**src/rtl/axil_master_q_if.sv**
```systemverilog
// AXI4-Lite bus bundle between axil_master_q and its slave.
// Signal names follow the AXI channel naming.
interface axil_master_q_if #(
    parameter int ADDR_WIDTH = 32,
    parameter int DATA_WIDTH = 32
);
    localparam int SW = DATA_WIDTH / 8;

    logic [ADDR_WIDTH-1:0] AWADDR;
    logic                  AWVALID;
    logic                  AWREADY;
    logic [DATA_WIDTH-1:0] WDATA;
    logic [SW-1:0]         WSTRB;
    logic                  WVALID;
    logic                  WREADY;
    logic [1:0]            BRESP;
    logic                  BVALID;
    logic                  BREADY;
    logic [ADDR_WIDTH-1:0] ARADDR;
    logic                  ARVALID;
    logic                  ARREADY;
    logic [DATA_WIDTH-1:0] RDATA;
    logic [1:0]            RRESP;
    logic                  RVALID;
    logic                  RREADY;

    modport master (
        output AWADDR, AWVALID, input AWREADY,
        output WDATA, WSTRB, WVALID, input WREADY,
        input BRESP, BVALID, output BREADY,
        output ARADDR, ARVALID, input ARREADY,
        input RDATA, RRESP, RVALID, output RREADY
    );

    modport slave (
        input AWADDR, AWVALID, output AWREADY,
        input WDATA, WSTRB, WVALID, output WREADY,
        output BRESP, BVALID, input BREADY,
        input ARADDR, ARVALID, output ARREADY,
        output RDATA, RRESP, RVALID, input RREADY
    );
endinterface

```
**src/rtl/axil_master_q.sv**
```systemverilog
// AXI4-Lite master fed by a command FIFO, one transaction in flight.
// Optional watchdog: define AXIL_MASTER_TIMEOUT_EN.
module axil_master_q #(
    parameter int ADDR_WIDTH     = 32,
    parameter int DATA_WIDTH     = 32,
    parameter int CMD_DEPTH      = 4,
    parameter int TIMEOUT_CYCLES = 1024
) (
    input  logic                    clk,
    input  logic                    rst,
    input  logic                    cmd_valid,
    output logic                    cmd_ready,
    input  logic                    cmd_wr,
    input  logic [ADDR_WIDTH-1:0]   cmd_addr,
    input  logic [DATA_WIDTH-1:0]   cmd_wdata,
    input  logic [DATA_WIDTH/8-1:0] cmd_wstrb,
    output logic                    rsp_valid,
    output logic                    rsp_wr,
    output logic [DATA_WIDTH-1:0]   rsp_rdata,
    output logic [1:0]              rsp_resp,
    output logic                    rsp_timeout,
    output logic                    busy,
    axil_master_q_if.master         axi
);
    localparam int SW = DATA_WIDTH / 8;
    localparam int PW = $clog2(CMD_DEPTH);

    if ((DATA_WIDTH != 32 && DATA_WIDTH != 64) || CMD_DEPTH < 2 ||
        (CMD_DEPTH & (CMD_DEPTH - 1)) != 0 || TIMEOUT_CYCLES < 1)
    begin : g_bad_params
        $error("axil_master_q: unsupported parameters");
    end

    typedef struct packed {
        logic                  wr;
        logic [ADDR_WIDTH-1:0] addr;
        logic [DATA_WIDTH-1:0] data;
        logic [SW-1:0]         strb;
    } cmd_t;

    typedef enum logic [2:0] {IDLE, WR, WR_B, RD_A, RD_D, RSP} state_t;

    state_t      state;
    cmd_t        fifo_mem [CMD_DEPTH];
    cmd_t        head;
    logic [PW:0] wr_ptr;
    logic [PW:0] rd_ptr;
    logic        empty;
    logic        full;
    logic        push;
    logic        aw_done;
    logic        w_done;
    logic        aw_hs;
    logic        w_hs;
    logic        tmo_hit;

    // Extra pointer bit distinguishes full from empty.
    assign empty = wr_ptr == rd_ptr;
    assign full  = (wr_ptr[PW] != rd_ptr[PW]) &&
                   (wr_ptr[PW-1:0] == rd_ptr[PW-1:0]);
    assign cmd_ready = !full;
    assign push      = cmd_valid && !full;
    assign head      = fifo_mem[rd_ptr[PW-1:0]];
    assign busy      = !empty || (state != IDLE);
    assign aw_hs     = axi.AWVALID && axi.AWREADY;
    assign w_hs      = axi.WVALID && axi.WREADY;

    always_ff @(posedge clk) begin
        if (push) fifo_mem[wr_ptr[PW-1:0]] <= {cmd_wr, cmd_addr, cmd_wdata, cmd_wstrb};
    end

    always_ff @(posedge clk or posedge rst) begin
        if (rst) wr_ptr <= '0;
        else if (push) wr_ptr <= wr_ptr + 1'b1;
    end

`ifdef AXIL_MASTER_TIMEOUT_EN
    localparam int TW = $clog2(TIMEOUT_CYCLES) + 1;
    logic [TW-1:0] tmo_cnt;

    assign tmo_hit = (state != IDLE) && (state != RSP) &&
                     (tmo_cnt == TW'(TIMEOUT_CYCLES - 1));

    always_ff @(posedge clk or posedge rst) begin
        if (rst) begin
            tmo_cnt     <= '0;
            rsp_timeout <= 1'b0;
        end else begin
            if (state == IDLE) tmo_cnt <= '0;
            else if (state != RSP) tmo_cnt <= tmo_cnt + TW'(1);
            if (tmo_hit) rsp_timeout <= 1'b1;
            else if (state == RSP) rsp_timeout <= 1'b0;
        end
    end
`else
    assign tmo_hit     = 1'b0;
    assign rsp_timeout = 1'b0;
`endif

    always_ff @(posedge clk or posedge rst) begin
        if (rst) begin
            state       <= IDLE;
            rd_ptr      <= '0;
            aw_done     <= 1'b0;
            w_done      <= 1'b0;
            axi.AWADDR  <= '0;
            axi.AWVALID <= 1'b0;
            axi.WDATA   <= '0;
            axi.WSTRB   <= '0;
            axi.WVALID  <= 1'b0;
            axi.BREADY  <= 1'b0;
            axi.ARADDR  <= '0;
            axi.ARVALID <= 1'b0;
            axi.RREADY  <= 1'b0;
            rsp_valid   <= 1'b0;
            rsp_wr      <= 1'b0;
            rsp_rdata   <= '0;
            rsp_resp    <= 2'b00;
        end else if (tmo_hit) begin
            // Abandon the bus; the slave must be reset by the system.
            axi.AWVALID <= 1'b0;
            axi.WVALID  <= 1'b0;
            axi.BREADY  <= 1'b0;
            axi.ARVALID <= 1'b0;
            axi.RREADY  <= 1'b0;
            rsp_resp    <= 2'b10;
            rsp_valid   <= 1'b1;
            state       <= RSP;
        end else begin
            rsp_valid <= 1'b0;
            unique case (state)
                IDLE: if (!empty) begin
                    rd_ptr    <= rd_ptr + 1'b1;
                    rsp_wr    <= head.wr;
                    rsp_rdata <= '0;
                    aw_done   <= 1'b0;
                    w_done    <= 1'b0;
                    if (head.wr) begin
                        axi.AWADDR  <= head.addr;
                        axi.WDATA   <= head.data;
                        axi.WSTRB   <= head.strb;
                        axi.AWVALID <= 1'b1;
                        axi.WVALID  <= 1'b1;
                        state       <= WR;
                    end else begin
                        axi.ARADDR  <= head.addr;
                        axi.ARVALID <= 1'b1;
                        state       <= RD_A;
                    end
                end
                WR: begin
                    if (aw_hs) begin
                        axi.AWVALID <= 1'b0;
                        aw_done     <= 1'b1;
                    end
                    if (w_hs) begin
                        axi.WVALID <= 1'b0;
                        w_done     <= 1'b1;
                    end
                    if ((aw_done || aw_hs) && (w_done || w_hs)) begin
                        axi.BREADY <= 1'b1;
                        state      <= WR_B;
                    end
                end
                WR_B: if (axi.BVALID) begin
                    axi.BREADY <= 1'b0;
                    rsp_resp   <= axi.BRESP;
                    rsp_valid  <= 1'b1;
                    state      <= RSP;
                end
                RD_A: if (axi.ARREADY) begin
                    axi.ARVALID <= 1'b0;
                    axi.RREADY  <= 1'b1;
                    state       <= RD_D;
                end
                RD_D: if (axi.RVALID) begin
                    axi.RREADY <= 1'b0;
                    rsp_rdata  <= axi.RDATA;
                    rsp_resp   <= axi.RRESP;
                    rsp_valid  <= 1'b1;
                    state      <= RSP;
                end
                RSP:     state <= IDLE;
                default: state <= IDLE;
            endcase
        end
    end
endmodule
```
**src/flat_wrapper.sv**
```systemverilog
// flat-port wrapper written by rule: the top's interface ports become plain ports
module axil_master_q_flat 
#(
    parameter int ADDR_WIDTH     = 32,
    parameter int DATA_WIDTH     = 32,
    parameter int CMD_DEPTH      = 4,
    parameter int TIMEOUT_CYCLES = 1024
)
  (clk, rst, cmd_valid, cmd_ready, cmd_wr, cmd_addr, cmd_wdata, cmd_wstrb, rsp_valid, rsp_wr, rsp_rdata, rsp_resp, rsp_timeout, busy, axi_AWADDR, axi_AWVALID, axi_AWREADY, axi_WDATA, axi_WSTRB, axi_WVALID, axi_WREADY, axi_BRESP, axi_BVALID, axi_BREADY, axi_ARADDR, axi_ARVALID, axi_ARREADY, axi_RDATA, axi_RRESP, axi_RVALID, axi_RREADY);
  axil_master_q_if #(.ADDR_WIDTH(ADDR_WIDTH), .DATA_WIDTH(DATA_WIDTH)) axi_i ();
  input  logic clk;
  input  logic rst;
  input  logic cmd_valid;
  output logic cmd_ready;
  input  logic cmd_wr;
  input  logic [ADDR_WIDTH-1:0] cmd_addr;
  input  logic [DATA_WIDTH-1:0] cmd_wdata;
  input  logic [DATA_WIDTH/8-1:0] cmd_wstrb;
  output logic rsp_valid;
  output logic rsp_wr;
  output logic [DATA_WIDTH-1:0] rsp_rdata;
  output logic [1:0] rsp_resp;
  output logic rsp_timeout;
  output logic busy;
  output wire logic [$bits(axi_i.AWADDR)-1:0] axi_AWADDR;
  output wire logic [$bits(axi_i.AWVALID)-1:0] axi_AWVALID;
  input wire logic [$bits(axi_i.AWREADY)-1:0] axi_AWREADY;
  output wire logic [$bits(axi_i.WDATA)-1:0] axi_WDATA;
  output wire logic [$bits(axi_i.WSTRB)-1:0] axi_WSTRB;
  output wire logic [$bits(axi_i.WVALID)-1:0] axi_WVALID;
  input wire logic [$bits(axi_i.WREADY)-1:0] axi_WREADY;
  input wire logic [$bits(axi_i.BRESP)-1:0] axi_BRESP;
  input wire logic [$bits(axi_i.BVALID)-1:0] axi_BVALID;
  output wire logic [$bits(axi_i.BREADY)-1:0] axi_BREADY;
  output wire logic [$bits(axi_i.ARADDR)-1:0] axi_ARADDR;
  output wire logic [$bits(axi_i.ARVALID)-1:0] axi_ARVALID;
  input wire logic [$bits(axi_i.ARREADY)-1:0] axi_ARREADY;
  input wire logic [$bits(axi_i.RDATA)-1:0] axi_RDATA;
  input wire logic [$bits(axi_i.RRESP)-1:0] axi_RRESP;
  input wire logic [$bits(axi_i.RVALID)-1:0] axi_RVALID;
  output wire logic [$bits(axi_i.RREADY)-1:0] axi_RREADY;
  assign axi_AWADDR = axi_i.AWADDR;
  assign axi_AWVALID = axi_i.AWVALID;
  assign axi_i.AWREADY = axi_AWREADY;
  assign axi_WDATA = axi_i.WDATA;
  assign axi_WSTRB = axi_i.WSTRB;
  assign axi_WVALID = axi_i.WVALID;
  assign axi_i.WREADY = axi_WREADY;
  assign axi_i.BRESP = axi_BRESP;
  assign axi_i.BVALID = axi_BVALID;
  assign axi_BREADY = axi_i.BREADY;
  assign axi_ARADDR = axi_i.ARADDR;
  assign axi_ARVALID = axi_i.ARVALID;
  assign axi_i.ARREADY = axi_ARREADY;
  assign axi_i.RDATA = axi_RDATA;
  assign axi_i.RRESP = axi_RRESP;
  assign axi_i.RVALID = axi_RVALID;
  assign axi_RREADY = axi_i.RREADY;
  axil_master_q #(.ADDR_WIDTH(ADDR_WIDTH), .DATA_WIDTH(DATA_WIDTH), .CMD_DEPTH(CMD_DEPTH), .TIMEOUT_CYCLES(TIMEOUT_CYCLES)) u_core (.clk(clk), .rst(rst), .cmd_valid(cmd_valid), .cmd_ready(cmd_ready), .cmd_wr(cmd_wr), .cmd_addr(cmd_addr), .cmd_wdata(cmd_wdata), .cmd_wstrb(cmd_wstrb), .rsp_valid(rsp_valid), .rsp_wr(rsp_wr), .rsp_rdata(rsp_rdata), .rsp_resp(rsp_resp), .rsp_timeout(rsp_timeout), .busy(busy), .axi(axi_i));
endmodule
```
**config.mk**
```make
export PLATFORM = sky130hd
export DESIGN_NAME = axil_master_q_flat
export DESIGN_NICKNAME = d
export VERILOG_FILES = /design/src/rtl/axil_master_q_if.sv /design/src/rtl/axil_master_q.sv /design/src/flat_wrapper.sv
export SDC_FILE = /design/constraint.sdc
export NUM_CORES = 1
export LEC_CHECK = 0
export CAP_MARGIN = 40
export CORE_MARGIN = 10
export CORE_UTILIZATION = 40
export CTS_CLUSTER_DIAMETER = 120
export DETAILED_ROUTE_END_ITERATION = 16
export GPL_TIMING_DRIVEN = 1
export PLACE_DENSITY = 0.63
export SETUP_SLACK_MARGIN = 0.3
export SLEW_MARGIN = 20
export SYNTH_ARGS = -nofsm -noshare
export SYNTH_HDL_FRONTEND = slang
export SYNTH_SLANG_ARGS = --single-unit
```
**constraint.sdc**
```tcl
create_clock -name clk -period 6.2 [get_ports clk]
set_input_delay 1.24 -clock clk [delete_from_list [all_inputs] [get_ports clk]]
set_output_delay 1.24 -clock clk [all_outputs]
set_load 0.02 [all_outputs]
```
==> impl_metrics.csv, run 1 <==
group,metric,value,unit
die,die_x,220,µm
drt,drt-vias-per-instance,4.92,
cts,clockBufferDepth,3,
pwr,switching_share,0.310,
die,initial_core_util,0.403,
drt,detail-route-antenna-nets,0,
setup_path,crit_type,"reg -> out",
cts,cts_sinks,428,
setup_path,crit_path_end_kind,"primary output",
die,dieArea,48300,µm²
cts,ctsResizeCount,0,
final_layout,drive_gt1_frac,0.191,
setup_path,crit_cells,4,
final_layout,num_antenna_cells,0,
setup_path,cpLargestDelayFamily,"flip-flops",
global_route,grt_pass1_vias,8620,
die,core_area,39600,µm²
sta,rsz0062_at_grt,"no",
die,die_y,220,µm
setup_path,cp_cell_sequence,"xor2_2 > nor3_1 > nand2_1 > clkdlybuf4s50_1",
pwr,vdd_drop_max,0.251,mV
synth,synthTopCellsByArea,"edfxtp_1 (52%), dfrtp_1 (24%), mux4_2 (9.7%)",
cts,cts_hold_buf,0,
worst_hold_path,worstHoldPathCells,2,
global_route,antenna_found_initial,2,
sta,min_period_over_period,0.598,
setup_path,arrival,2.47,ns
flow_run,cap_violations,0,
drt,wl,34700,µm
synth,async_flop_share,0.355,
cts,clkLatencyLatePin,0.55,ns
pwr,powerDensity,544,nW/µm²
sta,fmax,270,MHz
final_layout,area_growth,30.1,%
worst_hold_path,hp-class,"reg -> reg",
cts,cts_tree,"done",
synth,yosys.area.top_type,"edfxtp_1",
synth,synth_most_common_cell,"edfxtp_1",
sta,fin_skew,0.0185,ns
drt,drt_iter0_markers,449,
place,place_area,19100,µm²
cts,cts_made_buffers,46,
die,fp-row-count,73,
synth,ys.flop_type,"edfxtp_1",
synth,syn-num-nets,875,
sta,finalHoldViolCount,0,
sta,tns,0,ns
synth,synth_edf_count,276,
global_route,grt_overflow_total,0,
sta,finalSetupViolations,0,
synth,mappedNetlistArea,16000,µm²
pwr,p_leak,0.00758,µW
drt,wl_per_cell,21.7,µm
setup_path,crit_fanout,27,
sta,max_slew_margin,0.509,
synth,avgSynthCellArea,21.1,µm²
final_layout,finalNetCount,1156,
drt,drcViolationCount,0,
setup_path,slowest_stage,"dfrtp_4",
global_route,grt_max_degree,78,
pwr,seqPwrFrac,0.393,
die,io_pins,257,
cts,cts_root_buf,"clkbuf_16",
pwr,p_int,7800,µW
cts,clk_pin_slew,0.06,ns
sta,finalMaxSlewViolations,0,
setup_path,path_buf_inv,1,
place,io_buffers,255,
cts,cts_setup_buffers,0,
synth,synth-seq-cells,428,
synth,yosysWarningCount,0,
synth,synth.top_cell.area_share,0.519,
global_route,grt_pass1_wl,52300,µm
cts,htreeDepth,2,
synth,synth.distinct_cells,42,
pwr,clkPwrFrac,0.260,
synth,synth_common_cells,"edfxtp_1 (276), dfrtp_1 (152), mux4_2 (69), mux2_1 (67), a22o_1 (32)",
synth,synth_cells,757,
pwr,power.switching,3500,µW
pwr,power_frac_comb,0.347,
status,status,"complete, no violations",
final_layout,fin_area,20800,µm²
setup_path,r2r_cells,5,
place,dp_hpwl,22600,µm
place,gp_congestion,0.757,
place,pre_cts_ws,2.29,ns
global_route,grt.total_usage,0.140,
drt,route.vias.total,7878,
synth,ys_seq_area_frac,0.757,
drt,dr.pass1.iters,4,
sta,worst_slew_pin_slew,0.736,ns
setup_path,crit_required,4.96,ns
setup_path,critPathMaxStageDelay,0.80,ns
sta,finalCriticalPeriod,3.71,ns
sta,setup_slack,2.49,ns
setup_path,startpoint_type,"flip-flop",
==> kinds of logic (layout without fill, tap and decap cells) <==
group                      Yosys count  after routing  share of synthesized area
DFF                                428            428                      0.757
buffers and inverters               41            359                     0.0170
AOI/OAI and AO/OA                   57             57                     0.0280
and+or+nand+nor                     44             44                     0.0142
xor gates and xnor gates             9              9                    0.00587
muxes                              172            172                      0.174
other                                1              1                   0.000235
adders and majority gates            5              5                    0.00391
==> placed cells by master, fill, tap and decap left out, types with 13 or more instances in the layout <==
cell type        Yosys  final
edfxtp_1           276    276
mux2_2              13     13
clkdlybuf4s50_1      0    255
dfrtp_1            152    150
clkbuf_16            0     49
a22o_1              32     32
mux4_2              69     69
mux2_1              67     67
mux2_4              20     20
nand2_1             18     18
==> through the flow <==
| stage | std cells | utilization | hold slack [ns] | power, µW |
|---|---|---|---|---|
| after CTS | 1600 | 0.524 | 0.493 | 11500 |
| final | 1600 | 0.524 | 0.483 | 11300 |
| after global routing | 1600 | 0.524 | 0.502 | 11900 |
| after floorplan | 757 | - | 0.451 | 6900 |
| after detailed placement | 1515 | 0.482 | 0.479 | 8530 |
| after global placement | 1510 | 0.480 | 0.461 | 8410 |
==> worst reg2reg max path: stages (launching register included) <==
cell and delay, ns:
dfrtp_4 0.78, buf_4 0.64, mux4_2 0.49, nand2_4 0.38, buf_16 0.31, mux2_1 0.41
==> power by group through the flow <==
stage               clock network [µW]  registers (µW)  logic [µW]
CTS                               3010            4460        4030
global route                      3130            4550        4210
floorplan                            0            4880        2020
global placement                     0            4480        3930
finish                            2940            4450        3920
detailed placement                   0            4510        4010
==> path summary, 6_finish.rpt <==
kind | start | slack, ns | to
worst max-delay path | u_core.rd_ptr[0] | 2.49 | busy
worst min-delay path | u_core.aw_done | 0.48 | u_core.aw_done
worst max register to register | u_core.rd_ptr[1] | 3.07 | u_core.axi.AWADDR[14]
worst min register to register | u_core.aw_done | 0.48 | u_core.aw_done
max in group asynchronous | rst | 3.98 | u_core.axi.WDATA[1]
min in group asynchronous | rst | 1.20 | u_core.rsp_rdata[7]
==> sequential cells by signal, summed over array words and instances (netlist names), 2 cells and up <==
register,count
u_core.axi.ARADDR,32
u_core.axi.AWADDR,32
u_core.axi.WDATA,32
u_core.axi.WSTRB,4
u_core.fifo_mem,276
u_core.rd_ptr,3
u_core.rsp_rdata,32
u_core.rsp_resp,2
u_core.state,3
u_core.wr_ptr,3
==> routing by layer <==
metal	up-vias	global-route usage	routed length, µm
met5	-	0	27
met4	4	0.0361	467
met3	39	0.0410	2620
met2	247	0.232	16900
met1	4034	0.179	14700
li1	3554	-	-
==> layout make-up <==
class | instances | area, µm²
tap | 525 | 657
sequential | 428 | 12100
timing repair buffer | 269 | 2720
multi-input combinational | 288 | 3630
inverter | 5 | 23.8
clock inverter | 21 | 307
fill | 3196 | 18900
clock buffer | 64 | 1350
No activity file was read; power rests on OpenSTA's default activity.
==> run 2: changes to the inputs <==
PLACE_DENSITY = 0.65   (was 0.63)
clock period = 3.4 ns   (was 6.2 ns; I/O delays follow)
==> run 2 against run 1 <==
Global-route usage grew 0.50 points. Critical path depth is the same. Critical endpoint unchanged. Register-to-register slack lost 2.0 ns. Clock skew shrank 0.0022 ns. Sequential share of layout area grew 0.25 points. Non-clock buffer count grew 5. Total power grew 79%. Largest power group unchanged. Count of clock-buffer cells in the layout shrank 4. Setup slack lost 2.0 ns. First-iteration DRC count shrank 2.9%. Sequential cell count is the same. Core utilization shrank 0.22 points.
==> impl_metrics.csv, run 2 (synthesis results as in run 1) <==
group,metric,value,unit
flow_run,cap_violations,0,
setup_path,arrival,2.24,ns
drt,route.vias.total,7994,
setup_path,r2r-end,"u_core.axi.AWADDR[9]",
worst_hold_path,hp-class,"reg -> reg",
pwr,vdd_drop_max,0.432,mV
sta,fin_skew,0.0163,ns
global_route,grt_max_degree,71,
global_route,antenna_found_initial,2,
cts,clk_pin_slew,0.06,ns
sta,rsz0062_at_grt,"no",
setup_path,cp_cell_sequence,"xor2_1 > nor3_1 > nand2_1 > clkdlybuf4s50_1",
setup_path,crit_fanout,6,
setup_path,crit_type,"reg -> out",
drt,drt-vias-per-instance,4.99,
die,initial_core_util,0.403,
sta,fmax,342,MHz
drt,wl_per_cell,22.1,µm
sta,tns,0,ns
setup_path,cpLargestDelayFamily,"buffers and inverters",
status,status,"complete, no violations",
die,die_x,220,µm
cts,cts_tree,"done",
die,die_y,220,µm
place,dp_hpwl,23600,µm
setup_path,crit_required,2.72,ns
final_layout,num_antenna_cells,0,
drt,detail-route-antenna-nets,0,
global_route,grt.total_usage,0.145,
place,place_area,19200,µm²
setup_path,r2r_cells,5,
global_route,grt_overflow_total,0,
final_layout,area_growth,29.5,%
cts,cts_setup_buffers,0,
sta,finalMaxSlewViolations,0,
sta,max_slew_margin,0.520,
die,io_pins,257,
final_layout,fin_area,20700,µm²
die,fp-row-count,73,
setup_path,startpoint_type,"flip-flop",
drt,dr.pass1.iters,6,
sta,finalHoldViolCount,0,
cts,cts_made_buffers,44,
final_layout,drive_gt1_frac,0.190,
worst_hold_path,holdCritStartpoint,"u_core.aw_done",
final_layout,finalNetCount,1159,
worst_hold_path,min_to,"u_core.aw_done",
cts,cts_sinks,428,
cts,ctsResizeCount,0,
setup_path,critPathMaxStageDelay,0.62,ns
cts,cts_hold_buf,0,
place,gp_congestion,0.725,
sta,finalCriticalPeriod,2.92,ns
drt,drt_iter0_markers,436,
worst_hold_path,worstHoldPathCells,2,
pwr,powerDensity,978,nW/µm²
cts,htreeDepth,2,
cts,cts_root_buf,"clkbuf_16",
place,pre_cts_ws,0.589,ns
cts,clkLatencyLatePin,0.56,ns
die,dieArea,48300,µm²
setup_path,r2r_start,"u_core.rd_ptr[1]",
die,core_area,39600,µm²
sta,finalSetupViolations,0,
setup_path,path_buf_inv,1,
final_layout,largest_reg_flops,276,
drt,drcViolationCount,0,
setup_path,slowest_stage,"clkdlybuf4s50_1",
sta,worst_slew_pin_slew,0.719,ns
global_route,grt_pass1_vias,8597,
cts,clockBufferDepth,3,
setup_path,rrSetupSlack,1.07,ns
drt,wl,35400,µm
pwr,p_leak,0.00752,µW
setup_path,crit_path_end_kind,"primary output",
place,io_buffers,255,
global_route,grt_pass1_wl,53600,µm
sta,setup_slack,0.476,ns
sta,min_period_over_period,0.860,
final_layout,final_common_cell,"edfxtp_1",
final_layout,final_cell_mix,"edfxtp_1 (276), clkdlybuf4s50_1 (255), dfrtp_1 (150)",
run 2: through the flow:
| stage | std cells | util | total power (µW) | hold slack [ns] |
|---|---|---|---|---|
| 2_1_floorplan | 757 | - | 12600 | 0.451 |
| 3_3_place_gp | 1520 | 0.484 | 15500 | 0.466 |
| 3_5_place_dp | 1520 | 0.484 | 15600 | 0.475 |
| 4_1_cts | 1601 | 0.522 | 20600 | 0.488 |
| 5_1_grt | 1601 | 0.522 | 21300 | 0.506 |
| 6_report | 1601 | 0.522 | 20200 | 0.484 |
run 2: worst max-delay path by stage:
stage / start / endpoint / slack (ns) / depth (start not counted)
after floorplan: rst / u_core.aw_done / 0.80 / 1
after global placement: cmd_valid / u_core.fifo_mem[0][14] / 0.61 / 5
after detailed placement: cmd_valid / u_core.fifo_mem[0][52] / 0.59 / 5
after CTS: u_core.rd_ptr[2] / busy / 0.43 / 4
after global routing: u_core.rd_ptr[2] / busy / 0.30 / 4
final: u_core.rd_ptr[2] / busy / 0.48 / 4
run 2: cell type report:
cell class	count	area (µm²)
clock buffer	60	1230
timing repair buffer	274	2800
fill	3173	18900
multi-input combinational	288	3630
tap	525	657
inverter	5	22.5
sequential	428	12100
clock inverter	21	262
run 2: worst register-to-register path: stages, from the launching register on:
cell     delay [ns]
dfrtp_4        0.52
xor2_2         0.23
o31a_2         0.41
nand2_4        0.30
buf_4          0.37
mux2_1         0.39
run 2: routing by layer:
layer  part of all wire  wire, µm  track usage  vias to the layer above
met1               0.43     15300        0.192                     4144
li1                   -         -            -                     3564
met4              0.016       571       0.0425                        4
met3              0.076      2690       0.0418                       49
met5            0.00073        26            0                        -
met2               0.47     16800        0.231                      233
run 2: where the power goes:
group	switching [µW]	internal (µW)
Combinational	3740	3600
Sequential	704	7270
Clock	1940	3000
==> run 3: changes to the inputs <==
REMOVE_ABC_BUFFERS = 1   (was not set)
==> run 3 against run 2 <==
Clock skew rose by 0.0022 ns. Global-route usage down 0.74 points. Wire length down 4.5%. Sequential cell count unchanged. Largest cell class unchanged.
==> impl_metrics.csv, run 3 (synthesis results as in run 1) <==
group,metric,value,unit
status,status,"complete, no violations",
worst_hold_path,hp-class,"reg -> reg",
drt,drt_iter0_markers,557,
cts,cts_tree,"done",
final_layout,final_cells,1599,
final_layout,finalNetCount,1154,
setup_path,critPathMaxStageDelay,0.64,ns
place,gp_congestion,0.750,
cts,htreeDepth,2,
setup_path,crit_required,2.72,ns
final_layout,area_growth,29.0,%
setup_path,crit_path_end_kind,"primary output",
sta,min_period_over_period,0.859,
pwr,p_int,13600,µW
setup_path,crit_type,"reg -> out",
cts,clk_pin_slew,0.05,ns
worst_hold_path,holdCritStartpoint,"u_core.axi.ARVALID",
pwr,clkPwrFrac,0.234,
setup_path,path_buf_inv,1,
flow_run,cap_violations,0,
setup_path,arrival,2.24,ns
die,die_y,220,µm
pwr,powerDensity,967,nW/µm²
setup_path,crit_fanout,6,
cts,clkLatencyLatePin,0.54,ns
setup_path,startpoint_type,"flip-flop",
setup_path,r2r-end,"u_core.axi.WDATA[14]",
cts,cts_made_buffers,45,
setup_path,r2r_start,"u_core.rd_ptr[1]",
sta,finalMaxSlewViolations,0,
pwr,power.switching,6290,µW
sta,fmax,343,MHz
setup_path,cp_cell_sequence,"xor2_1 > nor3_1 > nand2_1 > clkdlybuf4s50_1",
die,io_pins,257,
pwr,power_frac_comb,0.367,
global_route,grt_pass1_wl,51300,µm
drt,drcViolationCount,0,
setup_path,rrSetupSlack,0.95,ns
drt,drt-vias-per-instance,4.94,
sta,max_slew_margin,0.566,
drt,wl,33800,µm
global_route,grt_max_degree,71,
global_route,antenna_found_initial,2,
global_route,grt.total_usage,0.138,
final_layout,final_cell_mix,"edfxtp_1 (276), clkdlybuf4s50_1 (255), dfrtp_1 (150)",
pwr,power,19900,µW
cts,ctsResizeCount,0,
sta,finalCriticalPeriod,2.92,ns
sta,worst_slew_pin_slew,0.651,ns
drt,wl_per_cell,21.2,µm
sta,fin_skew,0.0185,ns
place,dp_cells,1514,
final_layout,largest_reg_flops,276,
setup_path,cpLargestDelayFamily,"buffers and inverters",
sta,rsz0062_at_grt,"no",
place,io_buffers,255,
pwr,vdd_drop_max,0.471,mV
setup_path,r2r_cells,5,
die,initial_core_util,0.403,
cts,cts_sinks,428,
cts,cts_root_buf,"clkbuf_16",
die,dieArea,48300,µm²
pwr,switching_share,0.316,
die,die_x,220,µm
sta,finalHoldViolCount,0,
global_route,grt_overflow_total,0,
final_layout,drive_gt1_frac,0.186,
sta,finalSetupViolations,0,
cts,clockBufferDepth,3,
drt,dr.pass1.iters,4,
worst_hold_path,worstHoldPathCells,1,
global_route,grt_pass1_vias,8594,
cts,cts_hold_buf,0,
pwr,seqPwrFrac,0.399,
worst_hold_path,min_to,"u_core.axi.ARVALID",
final_layout,final_common_cell,"edfxtp_1",
cts,cts_setup_buffers,0,
setup_path,slowest_stage,"clkdlybuf4s50_1",
die,core_area,39600,µm²
drt,detail-route-antenna-nets,0,
die,fp-row-count,73,
drt,route.vias.total,7907,
place,dp_hpwl,21800,µm
pwr,p_leak,0.00748,µW
-- run 3: cell types whose count changed in the layout (fill, tap and decap cells not counted), sizes merged --
cell      before  now
clkinv        11   20
buf           19   13
bufinv         6    2
clkinvlp       3    1
diode          0    1
-- run 3: per-layer routing --
layer | track usage | up-vias | wire length, µm
met5 | 0 | - | 13
met4 | 0.0347 | 2 | 532
met3 | 0.0383 | 45 | 2360
met2 | 0.228 | 227 | 16400
met1 | 0.178 | 4075 | 14600
li1 | - | 3558 | -
-- run 3: area by class of cell --
cell class	instances	area (µm²)
Sequential cell	428	12100
Antenna cell	1	2.50
Multi-Input combinational cell	288	3630
Fill cell	3219	19000
Inverter	5	23.8
Tap cell	525	657
Clock buffer	60	1260
Clock inverter	24	173
Timing Repair Buffer	268	2770
-- run 3: worst max-delay path by stage --
stage / startpoint / endpoint / slack [ns] / cells after the start
final: u_core.rd_ptr[2] / busy / 0.48 / 4
after global placement: cmd_valid / u_core.fifo_mem[0][31] / 0.75 / 5
after detailed placement: cmd_valid / u_core.fifo_mem[3][31] / 0.74 / 5
after floorplan: u_core.rd_ptr[0] / u_core.fifo_mem[3][0] / -2.22 / 3
after CTS: u_core.rd_ptr[2] / busy / 0.43 / 4
after global routing: u_core.rd_ptr[2] / busy / 0.35 / 4
-- run 3: power by group through the flow --
stage | clock, µW | combinational [µW] | sequential, µW
floorplan | 0 | 3240 | 9200
global placement | 0 | 7430 | 8010
detailed placement | 0 | 7470 | 8070
CTS | 4820 | 7500 | 7980
global route | 5040 | 7860 | 8130
finish | 4670 | 7310 | 7950
-- run 3: metrics by stage --
step | hold slack (ns) | setup slack (ns) | utilization | TNS [ns] | cell area [µm²]
6_report | 0.480 | 0.481 | 0.520 | 0 | 20600
3_5_place_dp | 0.476 | 0.736 | 0.484 | 0 | 19200
4_1_cts | 0.488 | 0.430 | 0.520 | 0 | 20600
2_1_floorplan | 0.451 | -2.22 | - | -1000.91 | 15700
5_1_grt | 0.503 | 0.352 | 0.520 | 0 | 20600
3_3_place_gp | 0.465 | 0.748 | 0.483 | 0 | 19200
